[config.mk]
export PLATFORM = sky130hd
export DESIGN_NAME = io_pinmux_wb_flat
export DESIGN_NICKNAME = d
export VERILOG_FILES = /design/src/rtl/io_pinmux_wb_if.sv /design/src/rtl/io_pinmux_wb.sv /design/src/flat_wrapper.sv
export SDC_FILE = /design/constraint.sdc
export NUM_CORES = 1
export LEC_CHECK = 0
export BUFFER_PORTS_ARGS = -buffer_cell sky130_fd_sc_hd__clkbuf_2
export CAP_MARGIN = 20
export CORE_MARGIN = 4
export CORE_UTILIZATION = 52
export CTS_CLUSTER_SIZE = 30
export DETAILED_ROUTE_END_ITERATION = 12
export HOLD_SLACK_MARGIN = 0.03
export PLACE_DENSITY = 0.88
export SYNTH_ARGS = -nofsm -noshare
export SYNTH_HDL_FRONTEND = slang
export SYNTH_SLANG_ARGS = --single-unit
[constraint.sdc]
create_clock -name wb_clk_i -period 17.5 [get_ports wb_clk_i]
set_input_delay 3.5 -clock wb_clk_i [delete_from_list [all_inputs] [get_ports wb_clk_i]]
set_output_delay 3.5 -clock wb_clk_i [all_outputs]
set_load 0.05 [all_outputs]
[src/rtl/io_pinmux_wb_if.sv]
// Wishbone slave bundle for the IO pad multiplexer.
// Byte-addressed, 32-bit data, single-cycle ack.
interface io_pinmux_wb_if;
  logic        stb;
  logic        cyc;
  logic        we;
  logic [3:0]  sel;
  logic [31:0] adr;
  logic [31:0] dat_w;
  logic [31:0] dat_r;
  logic        ack;

  modport master (
    output stb, cyc, we, sel, adr, dat_w,
    input  ack, dat_r
  );

  modport slave (
    input  stb, cyc, we, sel, adr, dat_w,
    output ack, dat_r
  );
endinterface

[src/rtl/io_pinmux_wb.sv]
// Wishbone-configurable pad multiplexer: per-pad function select,
// GPIO bank, synchronised input sampling and rising-edge interrupts.
module io_pinmux_wb #(
  parameter int          NPADS       = 38,
  parameter int          SYNC_STAGES = 2,
  parameter logic [31:0] BASE_ADDR   = 32'h3000_0000
) (
  input  logic                 wb_clk_i,
  input  logic                 wb_rst_i,
  io_pinmux_wb_if.slave        wbs,
  input  logic [3*NPADS-1:0]   func_out,
  input  logic [3*NPADS-1:0]   func_oeb,
  output logic [NPADS-1:0]     func_in,
  input  logic [NPADS-1:0]     io_in,
  output logic [NPADS-1:0]     io_out,
  output logic [NPADS-1:0]     io_oeb,
  output logic                 irq
);

  logic [NPADS-1:0]   gpio_out;
  logic [NPADS-1:0]   gpio_oeb;
  logic [NPADS-1:0]   ie;
  logic [NPADS-1:0]   is_q;
  logic [2*NPADS-1:0] sel_q;
  logic [SYNC_STAGES-1:0][NPADS-1:0] sync_q;
  logic [NPADS-1:0]   prev_q;
  logic [NPADS-1:0]   rise;

  logic [63:0]  out64, oeb64, in64, ie64, is64;
  logic [127:0] sel128;
  logic [63:0]  out_n, oeb_n, ie_n, is_n, clr64, set64;
  logic [127:0] sel_n;

  logic        req, hit, wr;
  logic [7:0]  off;
  logic [31:0] bm, wd, rdata;
  logic        unused_bits;

  function automatic logic [31:0] merge(
    input logic [31:0] old,
    input logic [31:0] nw,
    input logic [31:0] m
  );
    return (old & ~m) | (nw & m);
  endfunction

  assign req = wbs.stb & wbs.cyc & ~wbs.ack;
  assign hit = wbs.adr[31:8] == BASE_ADDR[31:8];
  assign off = wbs.adr[7:0];
  assign wr  = req & wbs.we & hit;
  assign bm  = {{8{wbs.sel[3]}}, {8{wbs.sel[2]}},
                {8{wbs.sel[1]}}, {8{wbs.sel[0]}}};
  assign wd  = wbs.dat_w & bm;

  assign func_in = io_in;
  assign rise    = sync_q[SYNC_STAGES-1] & ~prev_q & ie;

  // Zero-extended 64-pad views keep the register map independent of NPADS.
  always_comb begin
    out64  = '0;
    oeb64  = '0;
    in64   = '0;
    ie64   = '0;
    is64   = '0;
    sel128 = '0;
    set64  = '0;
    out64[NPADS-1:0]    = gpio_out;
    oeb64[NPADS-1:0]    = gpio_oeb;
    in64[NPADS-1:0]     = sync_q[SYNC_STAGES-1];
    ie64[NPADS-1:0]     = ie;
    is64[NPADS-1:0]     = is_q;
    sel128[2*NPADS-1:0] = sel_q;
    set64[NPADS-1:0]    = rise;
  end

  always_comb begin
    out_n = out64;
    oeb_n = oeb64;
    ie_n  = ie64;
    sel_n = sel128;
    clr64 = '0;
    if (wr) begin
      unique case (off)
        8'h00: out_n[31:0]  = merge(out64[31:0], wbs.dat_w, bm);
        8'h04: out_n[63:32] = merge(out64[63:32], wbs.dat_w, bm);
        8'h08: oeb_n[31:0]  = merge(oeb64[31:0], wbs.dat_w, bm);
        8'h0C: oeb_n[63:32] = merge(oeb64[63:32], wbs.dat_w, bm);
        8'h18: ie_n[31:0]   = merge(ie64[31:0], wbs.dat_w, bm);
        8'h1C: ie_n[63:32]  = merge(ie64[63:32], wbs.dat_w, bm);
        8'h20: clr64[31:0]  = wd;
        8'h24: clr64[63:32] = wd;
        8'h40: sel_n[31:0]   = merge(sel128[31:0], wbs.dat_w, bm);
        8'h44: sel_n[63:32]  = merge(sel128[63:32], wbs.dat_w, bm);
        8'h48: sel_n[95:64]  = merge(sel128[95:64], wbs.dat_w, bm);
        8'h4C: sel_n[127:96] = merge(sel128[127:96], wbs.dat_w, bm);
        default: ;
      endcase
    end
    // A new edge in the same cycle as a W1C keeps the bit set.
    is_n = (is64 & ~clr64) | set64;
  end

  always_comb begin
    rdata = '0;
    if (hit) begin
      unique case (off)
        8'h00: rdata = out64[31:0];
        8'h04: rdata = out64[63:32];
        8'h08: rdata = oeb64[31:0];
        8'h0C: rdata = oeb64[63:32];
        8'h10: rdata = in64[31:0];
        8'h14: rdata = in64[63:32];
        8'h18: rdata = ie64[31:0];
        8'h1C: rdata = ie64[63:32];
        8'h20: rdata = is64[31:0];
        8'h24: rdata = is64[63:32];
        8'h40: rdata = sel128[31:0];
        8'h44: rdata = sel128[63:32];
        8'h48: rdata = sel128[95:64];
        8'h4C: rdata = sel128[127:96];
        default: rdata = '0;
      endcase
    end
  end

  assign unused_bits = ^{out_n, oeb_n, ie_n, is_n, sel_n};

  always_ff @(posedge wb_clk_i or posedge wb_rst_i) begin
    if (wb_rst_i) begin
      wbs.ack   <= 1'b0;
      wbs.dat_r <= '0;
      gpio_out  <= '0;
      gpio_oeb  <= '1;
      ie        <= '0;
      is_q      <= '0;
      sel_q     <= '0;
      sync_q    <= '0;
      prev_q    <= '0;
      irq       <= 1'b0;
    end else begin
      wbs.ack   <= req;
      wbs.dat_r <= req ? rdata : '0;
      gpio_out  <= out_n[NPADS-1:0];
      gpio_oeb  <= oeb_n[NPADS-1:0];
      ie        <= ie_n[NPADS-1:0];
      is_q      <= is_n[NPADS-1:0];
      sel_q     <= sel_n[2*NPADS-1:0];
      sync_q    <= {sync_q[SYNC_STAGES-2:0], io_in};
      prev_q    <= sync_q[SYNC_STAGES-1];
      irq       <= |is_q;
    end
  end

  always_comb begin
    io_out = gpio_out;
    io_oeb = gpio_oeb;
    for (int i = 0; i < NPADS; i++) begin
      for (int f = 0; f < 3; f++) begin
        if (sel_q[2*i +: 2] == 2'(f + 1)) begin
          io_out[i] = func_out[f*NPADS + i];
          io_oeb[i] = func_oeb[f*NPADS + i];
        end
      end
    end
  end

endmodule
[src/flat_wrapper.sv]
// flat-port wrapper written by rule: the top's interface ports become plain ports
module io_pinmux_wb_flat 
#(
  parameter int          NPADS       = 38,
  parameter int          SYNC_STAGES = 2,
  parameter logic [31:0] BASE_ADDR   = 32'h3000_0000
)
  (wb_clk_i, wb_rst_i, func_out, func_oeb, func_in, io_in, io_out, io_oeb, irq, wbs_stb, wbs_cyc, wbs_we, wbs_sel, wbs_adr, wbs_dat_w, wbs_ack, wbs_dat_r);
  io_pinmux_wb_if wbs_i ();
  input  logic wb_clk_i;
  input  logic wb_rst_i;
  input  logic [3*NPADS-1:0] func_out;
  input  logic [3*NPADS-1:0] func_oeb;
  output logic [NPADS-1:0] func_in;
  input  logic [NPADS-1:0] io_in;
  output logic [NPADS-1:0] io_out;
  output logic [NPADS-1:0] io_oeb;
  output logic irq;
  input wire logic [$bits(wbs_i.stb)-1:0] wbs_stb;
  input wire logic [$bits(wbs_i.cyc)-1:0] wbs_cyc;
  input wire logic [$bits(wbs_i.we)-1:0] wbs_we;
  input wire logic [$bits(wbs_i.sel)-1:0] wbs_sel;
  input wire logic [$bits(wbs_i.adr)-1:0] wbs_adr;
  input wire logic [$bits(wbs_i.dat_w)-1:0] wbs_dat_w;
  output wire logic [$bits(wbs_i.ack)-1:0] wbs_ack;
  output wire logic [$bits(wbs_i.dat_r)-1:0] wbs_dat_r;
  assign wbs_i.stb = wbs_stb;
  assign wbs_i.cyc = wbs_cyc;
  assign wbs_i.we = wbs_we;
  assign wbs_i.sel = wbs_sel;
  assign wbs_i.adr = wbs_adr;
  assign wbs_i.dat_w = wbs_dat_w;
  assign wbs_ack = wbs_i.ack;
  assign wbs_dat_r = wbs_i.dat_r;
  io_pinmux_wb #(.NPADS(NPADS), .SYNC_STAGES(SYNC_STAGES), .BASE_ADDR(BASE_ADDR)) u_core (.wb_clk_i(wb_clk_i), .wb_rst_i(wb_rst_i), .wbs(wbs_i), .func_out(func_out), .func_oeb(func_oeb), .func_in(func_in), .io_in(io_in), .io_out(io_out), .io_oeb(io_oeb), .irq(irq));
endmodule
==> impl_metrics.py <==
metrics = {
    "worst_setup_path": {
        "required_ns": 14.00,
        "endpoint": "io_out[17]",
        "cp_num_cells": 3,
        "critical_path_class": "input pin to primary output",
        "end_kind": "primary output",
        "crit_family": "multiplexers",
        "critPathArrivalTime_ns": 4.39,
        "r2r_start": "u_core.wbs.ack",
        "crit_start": "func_out[17]",
        "reg2reg_slack_ns": 14.70,
        "crit_buf_inv": 2,
        "path_common_cell": "clkbuf_2",
        "crit_path_start_kind": "input pin",
        "cp_slowest_cell": "mux4_2",
        "reg2reg_depth": 5,
        "cp_slowest_stage_delay_ns": 0.50,
        "worstPathCellList": "clkbuf_2 -> mux4_2 -> clkbuf_2",
        "critPathMaxFanout": 1,
    },
    "finish": {
        "drive_gt1_share_pct": 54.48,
        "antenna_cells": 0,
        "area_growth_pct": 23.05,
        "finalInstanceArea_um2": 20640,
        "fin_util_pct": 65.07,
        "regArea_um2": 9457,
        "multiInputGateArea_um2": 6680,
        "final_nets": 1924,
        "num-fill-cells": 2343,
    },
    "sta": {
        "final_max_slew_viol_count": 0,
        "tns_ns": 0,
        "holdWs_ns": 0.3379,
        "rsz0062_at_grt": "false",
        "timing.final.crit_share_pct": 45.06,
        "layout_min_cycle_time_ns": 7.885,
        "setup_viol": 0,
        "tightest_slew_ns": 1.150,
        "finClkSkew_ns": 0.01649,
        "hold_viol": 0,
        "fmax_mhz": 126.8,
        "slew_headroom_pct": 23.17,
    },
    "clocking": {
        "cts_made_buffers": 40,
        "clkLatencyLatePin_ns": 0.54,
        "cts_buffer_depth": 3,
        "cts_hold_buf": 0,
        "cts_tree": "yes",
        "cts_resized": 0,
        "cts.sinks": 376,
        "cts.reportedPaths.clkPinSlew_ns": 0.06,
        "post_cts_buffers": 0,
        "root_buffer": "clkbuf_16",
        "htree_levels": 2,
    },
    "yosys": {
        "async_flop_share_pct": 100.0,
        "synth_edf_count": 0,
        "synth_cell_types": 52,
        "synthCells": 1151,
        "synth-seq-cells": 376,
        "syn-num-nets": 1490,
        "ys_seq_area_share_pct": 56.38,
        "synth_flop_cell": "dfrtp_1",
        "yosys_warnings": 0,
        "avgSynthCellArea_um2": 14.57,
        "syn-cell-area_um2": 16770,
    },
    "power": {
        "p_per_area_nw_per_um2": 91.44,
        "p_clk_share_pct": 47.2,
        "swShare_pct": 22.68,
        "p_total_uw": 1887,
        "p_int_uw": 1459,
        "p_leak_uw": 0.009575,
        "combinationalPowerShare_pct": 5.6,
        "switching_power_uw": 428.1,
        "ir_worst_vdd_mv": 0.07305,
        "pwr-share-seq_pct": 47.2,
    },
    "min_path": {
        "hp-class": "register to register",
    },
    "drt": {
        "dr.pass1.iters": 9,
        "wl_per_cell_um": 28.27,
        "drc_errors": 0,
        "vias": 13150,
        "avgViaCountPerCell": 6.513,
        "wl_um": 57090,
        "drtAntennaViolNets": 0,
        "drtIter0Drc": 1466,
    },
    "global_routing": {
        "grt_overflow_total": 0,
        "grt_max_degree": 144,
        "grt_pass1_vias": 13840,
        "track_usage_pct": 31.69,
        "antenna_found_initial": 4,
        "grt_pass1_wl_um": 85300,
    },
    "floorplanning": {
        "rows": 65,
        "ios": 487,
        "die-area_um2": 35190,
        "dieHeight_um": 187.6,
        "die_x_um": 187.6,
        "core_um2": 31720,
        "start_util_pct": 52.88,
    },
    "flow_run": {
        "maxCapViolCount": 0,
    },
    "place": {
        "placed_cell_area_um2": 19190,
        "place.gp.congestion": 0.9311,
        "place.detailed.hpwl_um": 41310,
        "portBuffers": 486,
    },
    "status": {
        "outcome": "completed",
    },
}
==> cell type report <==
| class | count | share of cell area, % |
|---|---|---|
| Clock inverter | 18 | 1.358 |
| Sequential cell | 376 | 45.82 |
| Clock buffer | 56 | 5.383 |
| Multi-Input combinational cell | 662 | 32.37 |
| Timing Repair Buffer | 501 | 12.53 |
| Inverter | 4 | 0.1091 |
| Tap cell | 402 | 2.437 |
==> through the flow <==
| stage | std cells | setup WS (ns) |
|---|---|---|
| after global placement | 1943 | 9.605 |
| after floorplan | 1151 | 3.619 |
| after CTS | 2017 | 9.614 |
| final | 2019 | 9.615 |
| after detailed placement | 1943 | 9.614 |
| after global routing | 2019 | 9.616 |
==> power by group through the flow <==
stage	combinational, uW	clock [uW]	sequential [uW]
after global placement	102	0	905
after global routing	114	937	892
after CTS	105	899	891
after floorplan	50.3	0	904
after detailed placement	104	0	906
final	105	891	891
==> kinds of logic (layout without fill, tap and decap cells) <==
kind of cell           after synthesis  after routing  synth area share [%]
AOI/OAI and AO/OA                  189            189                 9.034
buffers and inverters              113            579                 4.073
DFF                                376            376                 56.38
muxes                              278            278                 23.72
and+or+nand+nor                    195            195                 6.789
==> how the worst min path moves through the flow <==
stage / start / end / cells after the start
floorplan: u_core.sync_q[0] / u_core.in64[0] / 0
global placement: u_core.sync_q[10] / u_core.in64[10] / 0
detailed placement: u_core.sync_q[10] / u_core.in64[10] / 0
CTS: u_core.sync_q[13] / u_core.in64[13] / 0
global route: u_core.sync_q[13] / u_core.in64[13] / 0
finish: u_core.sync_q[35] / u_core.in64[35] / 0
==> layer usage <==
metal,GRT usage [%],up-vias,wire (um)
li1,-,5342,-
met1,41.09,6712,21200
met2,52.12,925,27820
met3,7.316,164,5668
met4,13.02,6,2345
met5,0,-,58
==> cell usage in the layout (no fill, tap or decap), types with 11 or more instances in the layout <==
master,n
a22oi_1,62
nor4_1,16
a31oi_1,27
mux2_2,174
clkbuf_2,486
clkbuf_16,40
mux4_2,76
mux2_1,22
nor2_1,14
a222oi_1,37
buf_4,13
and2_1,18
nand2_1,53
dfrtp_1,338
clkbuf_1,11
o2bb2ai_1,39
nand3_1,42
dfstp_2,38
==> cell usage after synthesis (16+ instances only) <==
cell	instances	share of area [%]
dfrtp_1	338	50
mux2_2	174	12
mux4_2	76	10
a22oi_1	62	2.8
buf_4	58	2.6
nand2_1	53	1.2
nand3_1	42	1.3
o2bb2ai_1	39	2.0
dfstp_2	38	6.0
a222oi_1	37	2.2
buf_2	33	0.98
a31oi_1	27	1.0
mux2_1	22	1.5
and2_1	18	0.67
nor2_1	16	0.36
nor4_1	16	0.60
Note: power is estimated with default switching activity, not from simulation.
